### config.mk
export PLATFORM = sky130hd
export DESIGN_NAME = ysyx_040750_if_fetch
export DESIGN_NICKNAME = d
export VERILOG_FILES = /design/src/rtl/ysyx_040750_if_fetch_pkg.sv /design/src/rtl/ysyx_040750_if_pc_gen.sv /design/src/rtl/ysyx_040750_if_fetch.sv
export SDC_FILE = /design/constraint.sdc
export NUM_CORES = 1
export LEC_CHECK = 0
export CAP_MARGIN = 10
export CORE_MARGIN = 5
export CORE_UTILIZATION = 44
export DETAILED_ROUTE_END_ITERATION = 7
export PLACE_DENSITY_LB_ADDON = 0.05
export SLEW_MARGIN = 25
export SYNTH_ARGS = -nofsm -noshare
export SYNTH_HDL_FRONTEND = slang
export SYNTH_SLANG_ARGS = --single-unit
### constraint.sdc
create_clock -name I_sys_clk -period 2.2 [get_ports I_sys_clk]
set_clock_uncertainty 0.05 [all_clocks]
set_input_delay 0.44 -clock I_sys_clk [delete_from_list [all_inputs] [get_ports I_sys_clk]]
set_output_delay 0.44 -clock I_sys_clk [all_outputs]
set_load 0.05 [all_outputs]
### src/rtl/ysyx_040750_if_fetch_pkg.sv
// Shared definitions for the instruction fetch stage: FSM encoding,
// reset fetch address and the NOP used to fill the instruction register.
package ysyx_040750_if_fetch_pkg;

  typedef enum logic [1:0] {
    ST_IDLE = 2'd0,
    ST_REQ  = 2'd1,
    ST_WAIT = 2'd2,
    ST_HOLD = 2'd3
  } fetch_state_e;

  localparam logic [31:0] RESET_PC_DEFAULT = 32'h8000_0000;
  localparam logic [31:0] NOP_INST         = 32'h0000_0013;

  function automatic logic [31:0] seq_pc(input logic [31:0] pc);
    return pc + 32'd4;
  endfunction

endpackage

### src/rtl/ysyx_040750_if_pc_gen.sv
// Fetch address bookkeeping: current pc, pending redirect target and the
// kill flag that marks an in-flight response as belonging to a dead path.
module ysyx_040750_if_pc_gen
  import ysyx_040750_if_fetch_pkg::*;
#(
  parameter logic [31:0] RESET_PC = RESET_PC_DEFAULT
) (
  input  logic         I_sys_clk,
  input  logic         I_rst,
  input  fetch_state_e i_state,
  input  logic         i_redirect,
  input  logic [31:0]  i_redirect_pc,
  input  logic         i_imem_ready,
  input  logic         i_imem_rvalid,
  input  logic         i_allowin,
  output logic [31:0]  o_pc,
  output logic         o_kill
);

  logic [31:0] r_pc;
  logic [31:0] r_pc_next;
  logic        r_kill;

  always_ff @(posedge I_sys_clk) begin
    if (I_rst) begin
      r_pc      <= RESET_PC;
      r_pc_next <= RESET_PC;
      r_kill    <= 1'b0;
    end else begin
      case (i_state)
        ST_IDLE: begin
          if (i_redirect) r_pc <= i_redirect_pc;
        end
        ST_REQ: begin
          // An unaccepted request must keep its address, so the target is
          // parked in r_pc_next and applied once the killed response drains.
          if (i_redirect) begin
            r_pc_next <= i_redirect_pc;
            r_kill    <= 1'b1;
            if (i_imem_ready) r_pc <= i_redirect_pc;
          end
        end
        ST_WAIT: begin
          if (i_imem_rvalid) begin
            r_kill <= 1'b0;
            if (i_redirect)  r_pc <= i_redirect_pc;
            else if (r_kill) r_pc <= r_pc_next;
          end else if (i_redirect) begin
            r_pc      <= i_redirect_pc;
            r_pc_next <= i_redirect_pc;
            r_kill    <= 1'b1;
          end
        end
        ST_HOLD: begin
          if (i_redirect)     r_pc <= i_redirect_pc;
          else if (i_allowin) r_pc <= seq_pc(r_pc);
        end
        default: ;
      endcase
    end
  end

  assign o_pc   = r_pc;
  assign o_kill = r_kill;

endmodule

### src/rtl/ysyx_040750_if_fetch.sv
// Instruction fetch stage: one outstanding request to instruction memory,
// holds the fetched word until the IF/ID register accepts it.
module ysyx_040750_if_fetch
  import ysyx_040750_if_fetch_pkg::*;
#(
  parameter logic [31:0] RESET_PC = RESET_PC_DEFAULT
) (
  input  logic        I_sys_clk,
  input  logic        I_rst,
  input  logic        I_redirect,
  input  logic [31:0] I_redirect_pc,
  input  logic        I_timer_intr,
  input  logic        I_IF_ID_allowin,
  output logic        O_IF_ID_valid,
  output logic [31:0] O_pc,
  output logic [31:0] O_inst,
  output logic        O_timer_intr,
  output logic        O_IF_ID_jmp,
  output logic        O_imem_req,
  output logic [31:0] O_imem_addr,
  input  logic        I_imem_ready,
  input  logic        I_imem_rvalid,
  input  logic [31:0] I_imem_rdata
);

  fetch_state_e r_state;
  logic [31:0]  r_pc;
  logic [31:0]  r_inst;
  logic         r_timer_intr;
  logic [31:0]  w_pc;
  logic         w_kill;

  ysyx_040750_if_pc_gen #(
    .RESET_PC(RESET_PC)
  ) u_pc_gen (
    .I_sys_clk     (I_sys_clk),
    .I_rst         (I_rst),
    .i_state       (r_state),
    .i_redirect    (I_redirect),
    .i_redirect_pc (I_redirect_pc),
    .i_imem_ready  (I_imem_ready),
    .i_imem_rvalid (I_imem_rvalid),
    .i_allowin     (I_IF_ID_allowin),
    .o_pc          (w_pc),
    .o_kill        (w_kill)
  );

  always_ff @(posedge I_sys_clk) begin
    if (I_rst) begin
      r_state      <= ST_IDLE;
      r_pc         <= '0;
      r_inst       <= NOP_INST;
      r_timer_intr <= 1'b0;
    end else begin
      case (r_state)
        ST_IDLE: r_state <= ST_REQ;
        ST_REQ: begin
          if (I_imem_ready) r_state <= ST_WAIT;
        end
        ST_WAIT: begin
          if (I_imem_rvalid) begin
            if (w_kill || I_redirect) begin
              r_state <= ST_REQ;
            end else begin
              r_state      <= ST_HOLD;
              r_pc         <= w_pc;
              r_inst       <= I_imem_rdata;
              r_timer_intr <= I_timer_intr;
            end
          end
        end
        ST_HOLD: begin
          if (I_redirect || I_IF_ID_allowin) r_state <= ST_REQ;
        end
        default: r_state <= ST_IDLE;
      endcase
    end
  end

  assign O_IF_ID_valid = (r_state == ST_HOLD);
  assign O_imem_req    = (r_state == ST_REQ);
  assign O_imem_addr   = w_pc;
  assign O_pc          = r_pc;
  assign O_inst        = r_inst;
  assign O_timer_intr  = r_timer_intr;
  assign O_IF_ID_jmp   = I_redirect && O_IF_ID_valid;

endmodule

# Yosys cells after proc, flatten, opt, wreduce, memory -nomap -nowiden
# Index checks and enable logic that the tools add are counted.
[totals]
register_bits = 132
inputBits = 71
out_inout_bits = 100
[classes]
addsub = 1
eq_ne = 10
muxes = 20
bitwise = 1
reduce_logical = 9
[op_table]
columns = ["cell", "count"]
rows = [
  ["$mux W32", 10],
  ["$pmux W32 S4", 1],
  ["$pmux W32 S2", 1],
  ["$add A32 B3 Y32 const B", 1],
  ["$mux W2", 4],
  ["$pmux W2 S4", 1],
  ["$ne A2 B2 Y1 const B", 3],
  ["$reduce_and A3 Y1", 2],
  ["$eq A2 B2 Y1 const B", 2],
  ["$ne A2 B1 Y1 const B", 2],
  ["$ne A4 B3 Y1 const B", 1],
  ["$reduce_and A4 Y1", 1],
  ["$ne A3 B3 Y1 const B", 1],
  ["$eq A2 B1 Y1 const B", 1],
  ["$logic_not A2 Y1", 1],
  ["$logic_or A1 B1 Y1", 2],
  ["$mux W1", 2],
  ["$pmux W1 S2", 1],
  ["$reduce_and A2 Y1", 1],
  ["$reduce_bool A2 Y1", 1],
  ["$logic_and A1 B1 Y1", 1],
  ["$not A1 Y1", 1],
]

# Longest topological paths before layout
# Gate-level depths: netlist (run 1).
[logic_depth]
ltp_word = 4
mapped_depth = 9
mapped_depth_nobuf = 7

# Hierarchy
# Synthesis (run 1) repeated with hierarchy kept, for this count alone.
[unflattened]
cells_unflattened = 882
hier_area_um2 = 6741.5
[by_module_without_submodules]
columns = ["module", "n_inst", "cells_per_inst", "area_each_um2", "seq_area_each_um2"]
rows = [
  ["ysyx_040750_if_pc_gen", 1, 578, 4294.1, 1301.2],
  ["ysyx_040750_if_fetch", 1, 304, 2447.3, 1341.3],
]

# Least setup slack after synthesis (run 1)
# Ideal clock, no wire load.
[synth_timing]
path_type = "flip-flop to flip-flop"
start = "register u_pc_gen.r_pc[2] (netlist: u_pc_gen.o_pc[2])"
end = "register u_pc_gen.r_pc[30] (netlist: u_pc_gen.o_pc[30])"
setup_ps = 74
t_arrival_ps = 2383
setup_slack_ps = -307
stages_incl_launch_ff = 7
n_path_buf = 0
synth_period_minus_slack_ps = 2507
cell_sequence = "dfxtp_1 > ha_1 > nand2_1 > nor4_4 > nand2_2 > or4_1 > a31oi_1"
[synth_between]
elab_chain_cells = 4
[synth_rtl]
columns = ["item", "line", "rtl"]
rows = [
  ["from (decl)", "ysyx_040750_if_pc_gen.sv:20", "logic [31:0] r_pc;"],
  ["from (signal assigned)", "ysyx_040750_if_pc_gen.sv:32", "if (i_redirect) r_pc <= i_redirect_pc;"],
  ["from (signal assigned)", "ysyx_040750_if_pc_gen.sv:40", "if (i_imem_ready) r_pc <= i_redirect_pc;"],
  ["from (signal assigned)", "ysyx_040750_if_pc_gen.sv:46", "if (i_redirect) r_pc <= i_redirect_pc;"],
  ["$add A32 B3 Y32", "ysyx_040750_if_fetch_pkg.sv:16", "return pc + 32'd4;"],
  ["$mux W32", "ysyx_040750_if_pc_gen.sv:56", "else if (i_allowin) r_pc <= seq_pc(r_pc);"],
  ["$mux W32", "ysyx_040750_if_pc_gen.sv:55", "if (i_redirect) r_pc <= i_redirect_pc;"],
  ["$pmux W32 S4", "ysyx_040750_if_pc_gen.sv:30", "case (i_state)"],
]
# Every way passes these cells. The select of a mux whose other input is x is not followed.
# A chain may end at the register's enable or synchronous reset.

# Worst setup path in the final report (run 1)
[layout_timing]
start = "register u_pc_gen.r_pc[3] (netlist: u_pc_gen.o_pc[3])"
end = "output O_imem_addr[3]"
[layout_lines]
columns = ["item", "line", "rtl"]
rows = [
  ["to (decl)", "ysyx_040750_if_fetch.sv:20", "output logic [31:0] O_imem_addr,"],
]
# No word-level cell between the ends.

==> reports/qor.txt, run 1 <==
Syn Inst Count: 903
Final Cell Area: 10100 um^2
antenna cells: 0
Synth Register Bits: 132
Hold EP: O_pc[18]
predominant post-synthesis flop cell: dfxtp_1
crit end category: output port
initial core utilization: 0.447
critical path depth: 1
vias per cell: 5.71
1st-pass router iterations: 5
Hold Path Origin: I_rst
FP Rows: 45
hold_buf cts: 0
area grow syn2layout: 48.9%
Static Leak: 3.93 nW
Sink Count: 132
share of cells above drive strength 1: 0.185
drt drc: 0
CTS clk-pin slew, worst paths: 0.06 ns
pwr dens: 797 nW/um^2
Synthesis Warnings: 0
vias in the first global route: 6997
CP Data Arrival Time: 1.63 ns
clk_lat worst skew: 0.43 ns
Hold Path Stages: 2
Worst path max stage delay: 0.82 ns
via count: 7617
reported max-cap violation count: 0
Final Hold Viols: 0
Fmax: 471 MHz
largest net degree at the start of global routing: 43
Yosys cell types: 69
fin nets: 1209
r2r setup slk: 0.11 ns
initial antenna violation count: 0
RR Endpoint: u_pc_gen.o_pc[5]
status: finished, final reports clean
Vert. Die Dim: 134 um
Top-Level Pins: 171
placed inst area: 9400 um^2
final wirelength: 24.1 mm
worst min-delay path category: input port to register
wire per inst: 18.1 um
Max Slew Vio Count: 0
crit path launch type: register
Antenna Nets Post-Route: 0
Core ar.: 15100 um^2
die area: 17900 um^2
worst slew pin tran: 0.669 ns
area of the multi-input gates: 3840 um^2
sequential area share after synthesis: 0.391
root buf cell: clkbuf_16
Worst Path Required: 1.71 ns
EDFF count, synth: 0
asr flop ratio synth: 0
Max VDD drop: 0.000602 V
TritonCTS buffer count: 17
Iter 0 DRT Violations: 854
Fillers: 1324
Final min period: 2.12 ns
reg2reg start: r_state[0]
Rel. slew slack: 0.554
Tcrit/Tclk final: 0.965
final hold slack: 0.329 ns
Total GRT Usage: 0.262
crit-path cells: clkdlybuf4s50_1
Synth Net Count: 980
FF+latch area: 2670 um^2
family with the most delay on the worst path: buffers and inverters
CTS tree: built
WP buf/inv: 1
FF-to-FF path depth: 8
GR Overflow Total: 0
port buffer count: 170
Slowest-stage cell, CP: clkdlybuf4s50_1
Post-Syn Area: 6760 um^2
global-route wire length before repair: 37.8 mm
Post-CTS Repair Setup Buffers: 0
average size of a mapped cell: 7.49 um^2
Longest Clk Path Bufs: 2
hpwl dp: 17.0 mm
critical path type: register to output port
Worst Path Max Fanout: 7
Die W: 134 um
RePlAce Congestion: 0.904
H-tree Lvls: 4
final setup violation count: 0
repair_timing:
action / in CTS / in global routing
pin swaps: 1 / 2
setup endpoints to repair: 19 / 29
endpoints found under the hold margin: 0 / 0
resized for setup: 20 / 14
placed cells by master, fill, tap and decap left out, types with 9 or more instances in the layout:
cell type,count
or3_1,9
dfxtp_2,19
dlygate4sd2_1,16
nand3_1,28
buf_12,9
o21ai_0,36
buf_4,118
mux2i_1,25
clkdlybuf4s50_1,136
nor3_1,13
dfxtp_1,111
nor2_1,42
inv_1,10
a21oi_1,118
a31oi_1,11
clkbuf_16,18
nand2_1,236
metrics by stage:
step / TNS [ns] / cells / worst slack, ns / utilization / total power [mW]
finish: 0 / 1333 / 0.0769 / 0.665 / 8.02
global route: -0.00464 / 1333 / -0.00464 / 0.665 / 8.35
global placement: -3.83 / 1301 / -0.203 / 0.620 / 4.99
floorplan: -0.00919 / 903 / -0.00546 / - / 3.99
detailed placement: -6.61 / 1301 / -0.234 / 0.620 / 5.00
CTS: 0 / 1333 / 0.00184 / 0.663 / 8.02
routing by layer:
layer	vias up	wire, um	GRT usage
met5	-	0	0
met4	0	432	0.0686
met3	35	2220	0.0900
met2	325	10700	0.405
met1	3602	10700	0.351
li1	3655	-	-
report_power, final:
group          internal (mW)  total (mW)  switching, mW  leakage [nW]
clock                   1.94        3.05           1.11         0.311
combinational          0.918        2.29           1.37          2.54
sequential              2.56        2.69          0.125          1.08
total                   5.42        8.02           2.60          3.93
cells by family (layout without fill, tap and decap cells):
logic type               count (synthesis)  after routing  synth area share
buffers and inverters                   87            329            0.0507
flip-flops                             132            132             0.391
adder cells (fa/ha/maj)                  6              6            0.0111
AO/OA/AOI/OAI                          254            254             0.232
AND/OR/NAND/NOR                        388            388             0.261
XOR/XNOR                                 3              3           0.00389
multiplexers                            33             33            0.0503
cell usage after synthesis (3+ instances only):
cell         n  area, um^2
a21oi_1    119         596
or3_1        9        56.3
nand3b_1     5        37.5
mux2_2       8        90.1
o21a_1       3        22.5
o32ai_1      4        35.0
and4_1       3        26.3
nor3_1      13        65.1
nand2b_1     6        37.5
clkbuf_1    53         199
a311oi_1     5        43.8
o21ai_0     39         195
a211oi_1     9        67.6
inv_1       11        41.3
buf_1        9        33.8
o31ai_1      5        37.5
a22oi_1      8        60.1
ha_1         6        75.1
nor2_1      42         158
nand2_1    236         886
a31o_2       3        26.3
o22ai_1      4        25.0
a222oi_1     3        30.0
a22o_1       4        35.0
o2bb2ai_1    3        26.3
a32o_1       4        40.0
nand4_1      7        43.8
and3_1       5        31.3
nor4_1       6        37.5
buf_2       12        60.1
o211ai_1     3        22.5
dfxtp_1    132        2640
or4_1        5        37.5
a221oi_1     6        52.6
nand3_1     28         140
nor2b_1      4        25.0
mux2i_1     25         250
and2_1       7        43.8
a31oi_1     11        68.8
o211a_1      4        40.0
registers in the layout, indices dropped and copies added, names as in the netlist:
name,flops
O_inst,32
O_pc,32
u_pc_gen.o_pc,32
u_pc_gen.r_pc_next,32
r_state,2
O_timer_intr,1
u_pc_gen.o_kill,1
final cells by class:
class                   count  area share
multi-input cells         684       0.382
flip-flops and latches    132       0.266
repair buffers            285       0.262
clock buffers              21      0.0488
well taps                 188      0.0234
clock inverters            11      0.0145
inverters                  12     0.00447
worst max path at each step:
stage | start | endpoint | slack (ns)
floorplan | r_state[0] | u_pc_gen.o_pc[17] | -0.005
detailed placement | I_imem_ready | u_pc_gen.o_pc[5] | -0.23
finish | u_pc_gen.o_pc[3] | O_imem_addr[3] | 0.08
global placement | I_imem_ready | u_pc_gen.o_pc[5] | -0.20
CTS | u_pc_gen.o_pc[18] | O_imem_addr[18] | 0.002
global route | r_state[0] | u_pc_gen.o_pc[8] | -0.005
Note: power is estimated with default switching activity, not from simulation.
==> run 2, diff against run 1 <==
- clock period: 2.2 -> 2.6 ns (I/O delays scaled with it)
==> reports/qor.txt, run 2 (synthesized netlist as in run 1, its figures left out) <==
initial antenna violation count: 0
initial core utilization: 0.447
CTS clk-pin slew, worst paths: 0.06 ns
r2r setup slk: 0.17 ns
Iter 0 DRT Violations: 854
vias per cell: 5.71
Rel. slew slack: 0.540
Tcrit/Tclk final: 0.933
1st-pass router iterations: 6
Fmax: 412 MHz
hold_buf cts: 0
crit path launch type: register
Final Cell Area: 9570 um^2
GR Overflow Total: 0
share of cells above drive strength 1: 0.113
Final Hold Viols: 0
Antenna Nets Post-Route: 0
Max VDD drop: 0.000484 V
antenna cells: 0
RePlAce Congestion: 0.914
Die W: 134 um
final cell count without fillers: 1289
worst slew pin tran: 0.690 ns
final wirelength: 23.4 mm
CP Data Arrival Time: 2.64 ns
placed inst area: 9020 um^2
reg2reg start: r_state[1]
# resized after CTS: 0
clk_lat worst skew: 0.42 ns
final setup violation count: 0
Sink Count: 132
via count: 7355
Hold EP: O_inst[20]
Core ar.: 15100 um^2
Total GRT Usage: 0.254
commonest non-fill, non-tap cell in the layout: nand2_1
Pint: 4.26 mW
Vert. Die Dim: 134 um
Top-Level Pins: 171
post-route setup TNS: 0 ns
largest net degree at the start of global routing: 93
global-route wire length before repair: 36.7 mm
fin nets: 1166
port buffer count: 170
NetSw: 2.12 mW
RSZ-0062 raised after global routing: no
area grow syn2layout: 41.6%
die area: 17900 um^2
Worst Path Required: 2.82 ns
wire per inst: 18.2 um
hpwl dp: 16.3 mm
Static Leak: 3.51 nW
root buf cell: clkbuf_16
vias in the first global route: 6781
TritonCTS buffer count: 17
critical path type: register to register
crit end category: register
FF-to-FF path depth: 9
placed cell count: 1258
Worst Path Max Fanout: 26
worst min-delay path category: register to register
Post-CTS Repair Setup Buffers: 0
status: finished, final reports clean
Hold Path Stages: 2
CTS tree: built
FP Rows: 45
pwr dens: 666 nW/um^2
Longest Clk Path Bufs: 2
Final min period: 2.43 ns
Combinational Power Share: 0.283
H-tree Lvls: 4
drt drc: 0
RR Endpoint: u_pc_gen.r_pc_next[31]
most frequent cells in the layout: nand2_1 (236), clkdlybuf4s50_1 (165), dfxtp_1 (132), a21oi_1 (119), buf_4 (69)
Hold Path Origin: O_inst[20]
Net Sw Frac: 0.332
sequential power share: 0.358
Max Slew Vio Count: 0
Clock Power Share: 0.359
reported max-cap violation count: 0
==> run 2: area by class of cell <==
cell class | instances | area, um^2
Timing Repair Buffer | 242 | 2310
Multi-Input combinational cell | 684 | 3790
Sequential cell | 132 | 2640
Clock inverter | 10 | 110
Tap cell | 188 | 235
Inverter | 12 | 45.0
Fill cell | 1427 | 5570
Clock buffer | 21 | 440
==> run 2: power by group through the flow <==
stage	combinational, mW	clock, mW	sequential, mW
floorplan	0.739	0	2.61
global placement	1.77	0	2.32
detailed placement	1.78	0	2.32
CTS	1.78	2.32	2.28
global route	1.92	2.42	2.30
finish	1.81	2.29	2.28
==> run 2: worst max path at each step <==
stage                           from                endpoint  slack [ns]  cells past startpoint
floorplan           u_pc_gen.o_pc[2]       u_pc_gen.o_pc[30]        0.09                      6
global placement       I_imem_rvalid       u_pc_gen.o_pc[30]        0.05                      7
detailed placement     I_imem_rvalid       u_pc_gen.o_pc[28]        0.06                      7
CTS                       r_state[0]             O_IF_ID_jmp        0.21                      4
global route              r_state[1]  u_pc_gen.r_pc_next[18]       0.001                      9
finish                    r_state[1]  u_pc_gen.r_pc_next[31]        0.17                      9
==> run 2: critical path: stages, from the launching register on <==
cell and delay [ns]:
dfxtp_1 0.32, inv_1 0.12, ha_1 0.33, buf_4 0.26
inv_1 0.13, o21ai_0 0.40, nand2_1 0.27, buf_12 0.24
nand2_1 0.08, nand3_1 0.07
==> run 2: routing by layer <==
metal  track usage  share of wire  vias up
li1              -              -     3570
met1         0.347           0.43     3399
met2         0.396           0.45      360
met3        0.0795           0.10       26
met4        0.0571          0.013        0
met5             0              0        -
==> run 2: through the flow <==
stage | hold slack (ns) | setup slack, ns | util | total power [mW]
2_1_floorplan | 0.382 | 0.0931 | - | 3.35
3_3_place_gp | 0.391 | 0.0540 | 0.596 | 4.09
3_5_place_dp | 0.396 | 0.0606 | 0.596 | 4.10
4_1_cts | 0.403 | 0.208 | 0.632 | 6.38
5_1_grt | 0.420 | 0.00120 | 0.632 | 6.64
6_report | 0.400 | 0.174 | 0.632 | 6.38
==> run 3, diff against run 2 <==
- SLEW_MARGIN: 25 -> 20
==> results of run 3 <==
Final layout, timing and power as in run 2 (identical DEF).
